$ cat src/rtl/hazard_ctrl.sv
// hazard_ctrl: E/M/W control pipeline, load-use/RAW hazard detection, operand forwarding and stall counting; optional macro HAZARD_FWD_EN enables forwarding
module hazard_ctrl (
    input  logic        clk,
    input  logic        reset,
    input  logic        RegWriteD,
    input  logic        MemWriteD,
    input  logic        JumpD,
    input  logic        BranchD,
    input  logic        ALUSrcD,
    input  logic [1:0]  ResultSrcD,
    input  logic [2:0]  ALUControlD,
    input  logic [4:0]  Rs1D,
    input  logic [4:0]  Rs2D,
    input  logic [4:0]  RdD,
    input  logic        ZeroE,
    output logic [2:0]  ALUControlE,
    output logic        ALUSrcE,
    output logic [4:0]  Rs1E,
    output logic [4:0]  Rs2E,
    output logic [4:0]  RdE,
    output logic        MemWriteM,
    output logic [4:0]  RdM,
    output logic        RegWriteW,
    output logic [1:0]  ResultSrcW,
    output logic [4:0]  RdW,
    output logic        StallF,
    output logic        StallD,
    output logic        FlushD,
    output logic        FlushE,
    output logic        PCSrcE,
    output logic [1:0]  ForwardAE,
    output logic [1:0]  ForwardBE,
    output logic [15:0] StallCount
);
    typedef struct packed {
        logic       reg_write;
        logic       mem_write;
        logic       jump;
        logic       branch;
        logic       alu_src;
        logic [1:0] result_src;
        logic [2:0] alu_ctrl;
        logic [4:0] rs1;
        logic [4:0] rs2;
        logic [4:0] rd;
    } stage_t;

    stage_t      e_q, e_d;
    logic        m_regw_q, m_memw_q, w_regw_q;
    logic [1:0]  m_rsrc_q, w_rsrc_q;
    logic [4:0]  m_rd_q, w_rd_q;
    logic [15:0] cnt_q, cnt_d;
    logic        hazard;

    // x0 is hardwired zero, so a match on it is never a real dependency
    function automatic logic hit(input logic [4:0] rs, input logic we, input logic [4:0] rd);
        return rs != 5'd0 && we && rs == rd;
    endfunction

`ifdef HAZARD_FWD_EN
    logic lw_stall;
    // only a load in Execute cannot be forwarded in time
    always_comb lw_stall = e_q.result_src == 2'b01 && (hit(Rs1D, 1'b1, e_q.rd) || hit(Rs2D, 1'b1, e_q.rd));
    // hazard source: load-use only
    always_comb hazard = lw_stall;
    // operand A select, Memory producer is younger and wins over Writeback
    always_comb ForwardAE = hit(e_q.rs1, m_regw_q, m_rd_q) ? 2'b10 : hit(e_q.rs1, w_regw_q, w_rd_q) ? 2'b01 : 2'b00;
    // operand B select, same priority as A
    always_comb ForwardBE = hit(e_q.rs2, m_regw_q, m_rd_q) ? 2'b10 : hit(e_q.rs2, w_regw_q, w_rd_q) ? 2'b01 : 2'b00;
`else
    // without forwarding any in-flight writer in E or M must drain first; W writes the register file early enough
    always_comb hazard = hit(Rs1D, e_q.reg_write, e_q.rd) || hit(Rs1D, m_regw_q, m_rd_q)
                      || hit(Rs2D, e_q.reg_write, e_q.rd) || hit(Rs2D, m_regw_q, m_rd_q);
    // operands always come from the register file
    always_comb {ForwardAE, ForwardBE} = 4'b0000;
`endif

    // redirect in Execute squashes D and E, and overrides any stall
    always_comb begin
        PCSrcE = (e_q.branch & ZeroE) | e_q.jump;
        StallD = hazard & ~PCSrcE;
        StallF = StallD;
        FlushD = PCSrcE;
        FlushE = PCSrcE | StallD;
    end

    // Execute loads a bubble on flush; a stall holds only the upstream registers
    always_comb e_d = FlushE ? '0 : {RegWriteD, MemWriteD, JumpD, BranchD, ALUSrcD, ResultSrcD, ALUControlD, Rs1D, Rs2D, RdD};

    // stall counter saturates instead of wrapping
    always_comb cnt_d = (StallD && cnt_q != 16'hFFFF) ? cnt_q + 16'd1 : cnt_q;

    // pipeline advance; reset discards everything in flight
    always_ff @(posedge clk) begin
        if (reset) begin
            e_q      <= '0;
            m_regw_q <= 1'b0;
            m_memw_q <= 1'b0;
            m_rsrc_q <= 2'b00;
            m_rd_q   <= 5'd0;
            w_regw_q <= 1'b0;
            w_rsrc_q <= 2'b00;
            w_rd_q   <= 5'd0;
            cnt_q    <= 16'd0;
        end else begin
            e_q      <= e_d;
            m_regw_q <= e_q.reg_write;
            m_memw_q <= e_q.mem_write;
            m_rsrc_q <= e_q.result_src;
            m_rd_q   <= e_q.rd;
            w_regw_q <= m_regw_q;
            w_rsrc_q <= m_rsrc_q;
            w_rd_q   <= m_rd_q;
            cnt_q    <= cnt_d;
        end
    end

    // stage register outputs
    always_comb begin
        ALUControlE = e_q.alu_ctrl;
        ALUSrcE     = e_q.alu_src;
        Rs1E        = e_q.rs1;
        Rs2E        = e_q.rs2;
        RdE         = e_q.rd;
        MemWriteM   = m_memw_q;
        RdM         = m_rd_q;
        RegWriteW   = w_regw_q;
        ResultSrcW  = w_rsrc_q;
        RdW         = w_rd_q;
        StallCount  = cnt_q;
    end
endmodule

$ cat config.mk
export PLATFORM = sky130hd
export DESIGN_NAME = hazard_ctrl
export DESIGN_NICKNAME = d
export VERILOG_FILES = /design/src/rtl/hazard_ctrl.sv
export SDC_FILE = /design/constraint.sdc
export NUM_CORES = 1
export LEC_CHECK = 0
export ABC_AREA = 1
export ABC_CLOCK_PERIOD_IN_PS = 2650
export CORE_MARGIN = 5
export CORE_UTILIZATION = 50
export CTS_CLUSTER_DIAMETER = 50
export DETAILED_ROUTE_END_ITERATION = 8
export PLACE_DENSITY = 0.93
export SLEW_MARGIN = 20
export SYNTH_ARGS = -nofsm -noshare
export SYNTH_HDL_FRONTEND = slang
export SYNTH_SLANG_ARGS = --single-unit
$ cat constraint.sdc
create_clock -name clk -period 2.65 [get_ports clk]
set_input_delay 0.53 -clock clk [delete_from_list [all_inputs] [get_ports clk]]
set_output_delay 0.53 -clock clk [all_outputs]
set_load 0.03 [all_outputs]
# After elaboration in Yosys (flattened, before gate mapping)
# Index checks and enable logic that the tools add are counted.
# word_totals
regBits	58
out_inout_bits	58
latch_bits	0
rom_bits	0
mem_bits_rw	0
mem_count	0
# classes
add_sub_neg	1
div_mod_pow	0
n_mul	0
n_mux	0
n_lt_le_gt_ge	0
reduce_logical	15
bitwise	5
shifts	0
n_eq_ne	5
# op_table
cell	count
$eq 5x5->1	4
$add 16x1->16 const B	1
$ne 16x16->1 const B	1
$reduce_bool 5->1	2
$logic_and 1x1->1	9
$logic_or 1x1->1	3
$and 1x1->1	2
$or 1x1->1	2
$reduce_or 2->1	1
$not 1->1	1

# Logic depth before layout (Yosys ltp)
# depth
word_depth	9
depth_mapped	13

# Worst setup path after synthesis
# Ideal clock, no wire load.
# synth_path
path_kind	input to output
startpoint	in ZeroE
endpoint	out StallF
slack_ns	0.102
path_buffers	2
path_stages	5
arrival_time_ns	2.018
required_time_ns	2.120
path_cell_list	a21oi_4 > clkbuf_1 > inv_1 > nor2_1 > buf_4
# synth_via
elab_chain_len	4
# synth_rtl
element	line_no	source
start: declaration	15	input logic ZeroE,
$and 1x1->1	80	PCSrcE = (e_q.branch & ZeroE) | e_q.jump;
$or 1x1->1	80	
via FlushD	28	output logic FlushD,
$not 1->1	81	StallD = hazard & ~PCSrcE;
$and 1x1->1	81	
end: declaration	26	output logic StallF,
# The timed path passes the listed nets, and every way through them passes these cells.

# Worst setup path in the final report
# layout_path
startpoint	in Rs2D[0]
endpoint	out StallF
# layout_via
elab_chain_len	6
word_cells_on_any_way	10
# layout_rtl
element	line_no	source
start: declaration	13	input logic [4:0] Rs2D,
$reduce_bool 5->1	57	return rs != 5'd0 && we && rs == rd;
$logic_and 1x1->1 (2 in a row)	57	
$logic_or 1x1->1	73	|| hit(Rs2D, e_q.reg_write, e_q.rd) || hit(Rs2D, m_regw_q, m_rd_q);
$logic_or 1x1->1 (*)	73	
$and 1x1->1 (*)	81	
# Mark *: on every way between the ends. The rest lies on a longest branch, timed or not.

==> qor_table.md <==
| Result | This run |
|---|---|
| Antenna violations before repair | 0 |
| Kind of start point of the critical path | input pin |
| Cell at the root of the clock tree | sky130_fd_sc_hd__clkbuf_8 |
| Post-CTS clock slew at the launch and capture registers of the worst setup and hold paths | 60 ps |
| Synthesized area per cell | 6.76 um^2 |
| Placed wire-length estimate | 4930 um |
| Fraction of the mapped netlist area in compound gates | 1.03% |
| Overflow left after global routing | 0 |
| Endpoints failing setup | 0 |
| Global-route wire length before repair | 11300 um |
| WP data required | 2120 ps |
| Number of buffers inserted by hold repair at cts | 0 |
| Mean routed wirelength per cell | 12.0 um |
| Final cell count without fillers | 553 |
| Slowest cell delay on critical path | 520 ps |
| Final Cell Area | 3690 um^2 |
| Average vias per placed instance | 4.69 |
| Layout cell share with drive strength beyond 1 | 11.2% |
| HP Start | m_rsrc_q[0] |
| Share of synthesized cell area in full adder, half adder and majority cells | 0.449% |
| Fraction of synthesized area in multiplexers | 0% |
| Number of CTS-inserted buffers | 9 |
| Number of clock sinks seen by CTS | 58 |
| Worst hold-check path type | flop to flop |
| Instance count of the mapped netlist | 412 |
| Diode count | 0 |
| Crit path top cell by count | sky130_fd_sc_hd__nand2_1 |
| Worst Path Max Fanout | 5 |
| Time the worst path needs with I/O delays and setup | 2520 ps |
| Critical path launch point | Rs2D[0] |
| Pin count of the biggest net entering global routing | 26 |
| Crit path capture type | primary output |
| Part of the cycle the worst path needs | 94.9% |
| Simple-gate share of the synthesized area | 36.9% |
| Nets | 505 |
| Flip-flop cell with the highest count after synthesis | sky130_fd_sc_hd__dfxtp_1 |
| Total Negative Setup Slacks | 0 ps |
| R2r startpoint | RdE[2] |
| Vias after detailed routing | 2593 |
| Area of the placeable core | 5470 um^2 |
| Maximum ir drop on the vdd rail | 0.362 mV |
| Overall die area | 7160 um^2 |
| WP data arrival | 1990 ps |
| Dominant delay contributor by cell family on the critical path | buffers and inverters |
| Largest family of logic cells by synthesized area | simple AND/OR/NAND/NOR gates |
| GP Congestion | 0.909 |
| Result of the run | complete, no violations |
| Total Routing Usage GR | 19.3% |
| FFs w/ async S/R, synth | 0% |
| Longest Clk Path Bufs | 2 |
| Mapped cell area | 2790 um^2 |
| Max H-tree Level | 3 |
| Pins Over Slew Limit | 0 |
| Synth Area in XOR/XNOR | 1.26% |
| Number of inserted filler cells in the final layout | 484 |
| Number of distinct library cells after synthesis | 26 |
| Leakage power summed over all cells | 1.73 nW |
| Insertion delay of the later-clocked pin in the worst-skew pair | 330 ps |
| Critical-path cell with the highest stage delay | sky130_fd_sc_hd__clkdlybuf4s50_1 |
| Leading cell type in the layout, fill and taps excluded | sky130_fd_sc_hd__nand2_1 |
| Number of top-level design ports | 86 |
| ANT nets after route | 0 |
| Cells after DPL | 537 |
| Die W | 84.6 um |
| Highest attainable clock frequency | 397 MHz |
| Die outline height | 84.6 um |
| Final routed DRC violation total | 0 |
| Total detailed-routing wirelength | 6660 um |
| Area of the multi-input gates | 1130 um^2 |
| Number of synthesized register bits | 58 |
| TritonCTS clock tree | done |
| Pre-antenna DRT Iters | 4 |
| Syn-to-layout area delta | 32.5% |
| Cell area reported after detailed placement | 3470 um^2 |
| Most frequent cells in the layout | sky130_fd_sc_hd__nand2_1, sky130_fd_sc_hd__nor2_1, sky130_fd_sc_hd__clkdlybuf4s50_1, sky130_fd_sc_hd__inv_1, sky130_fd_sc_hd__dfxtp_1 |
| Final setup skew | 6.59 ps |
| Share of the core filled with cells in the final layout | 67.4% |
| Cell-by-cell trace of the critical path | clkdlybuf4s50_1 > inv_2 > nand2_1 > nand2_1 > nor2_2 > nand3_1 > nand2_1 > nand2_2 > nand2_4 > inv_2 > nor2_4 > buf_6 |
| Final count of hold timing violations | 0 |
| Starting density of the core | 50.9% |
| Quantity of I/O buffers inserted on ports | 81 |
| Max-capacitance violation count | 0 |
| Critical path class | input pin to primary output |
| Buf/Inv on CP | 4 |
| Vias in the first global route | 2640 |
| Row count | 27 |
| Number of flops mapped to enable cells by yosys | 0 |
| YS warnings | 0 |
| Power per cell area | 562 nW/um^2 |
| DR iter-0 viols | 180 |
| Sequential-to-total area share from yosys stat | 41.7% |
| Register area | 1160 um^2 |
## path summary, 6_finish.rpt
path	slack, ps	cells after the start	end
max reg2reg	740	12	StallCount[7]
min	400	2	ResultSrcW[0]
min reg2reg	400	2	ResultSrcW[0]
max	130	12	StallF
## state kept, by name, indices dropped and copies added (netlist names), 2 cells and up
| register | cells |
|---|---|
| ALUControlE | 3 |
| e_q | 6 |
| RdE | 5 |
| ResultSrcW | 2 |
| RdW | 5 |
| RdM | 5 |
| Rs2E | 5 |
| Rs1E | 5 |
| StallCount | 16 |
| m_rsrc_q | 2 |
## synth_stat cells, types with 2 or more instances
cell	n	share of area, %
sky130_fd_sc_hd__nand2_2	7	1.6
sky130_fd_sc_hd__dfxtp_1	58	42
sky130_fd_sc_hd__nor2_2	6	1.3
sky130_fd_sc_hd__clkbuf_1	4	0.54
sky130_fd_sc_hd__inv_2	10	1.3
sky130_fd_sc_hd__buf_6	2	0.81
sky130_fd_sc_hd__nor2_1	88	12
sky130_fd_sc_hd__inv_1	61	8.2
sky130_fd_sc_hd__nand2_1	98	13
sky130_fd_sc_hd__buf_4	27	7.3
sky130_fd_sc_hd__nand3_2	2	0.72
sky130_fd_sc_hd__nand4_1	10	2.2
sky130_fd_sc_hd__nand3_1	21	3.8
sky130_fd_sc_hd__xor2_1	3	0.94
sky130_fd_sc_hd__nor3_1	4	0.72
## metal layers
layer	global-route usage (%)	routed length, um
met1	21.9	2690
met2	33.5	3240
met3	4.51	522
met4	10.2	208
met5	0	0
## through the flow
stage	worst slack (ps)	power, mW	hold slack, ps
after CTS	42.3	2.09	400
after global placement	78.8	1.26	389
after floorplan	102	1.16	388
after global routing	-35.4	2.16	420
final	134	2.07	399
after detailed placement	60.3	1.27	397
## power breakdown
group / internal (mW) / total [mW] / switching [mW]
Sequential: 0.910 / 0.932 / 0.0224
Clock: 0.480 / 0.818 / 0.339
Combinational: 0.128 / 0.322 / 0.194
Total: 1.52 / 2.07 / 0.555
## repair_timing
item,in CTS,in global routing
setup buffers,0,0
gates resized for setup,0,7
endpoints found under the hold margin,0,0
endpoints found under the setup margin,0,3
## layout make-up
class / instances / area share [%]
timing repair buffer: 84 / 22.6
inverter: 72 / 7.32
multi-input combinational: 251 / 30.6
clock buffer: 11 / 4.10
clock inverter: 5 / 1.42
tap: 72 / 2.44
sequential: 58 / 31.5
## cells by family (layout without fill, tap and decap cells)
| kind of cell | after synthesis | in the layout |
|---|---|---|
| buffers and inverters | 106 | 172 |
| AOI/OAI and AO/OA | 3 | 3 |
| xor gates and xnor gates | 4 | 4 |
| and+or+nand+nor | 239 | 239 |
| other | 1 | 4 |
| DFF | 58 | 58 |
| adders and majority gates | 1 | 1 |
## worst reg2reg max path, delay by kind of cell (launching register included)
family | cells | cell delay [ps]
buffers and inverters | 2 | 360
flip-flops | 1 | 410
AND/OR/NAND/NOR | 10 | 1040
No activity file was read; power rests on OpenSTA's default activity.
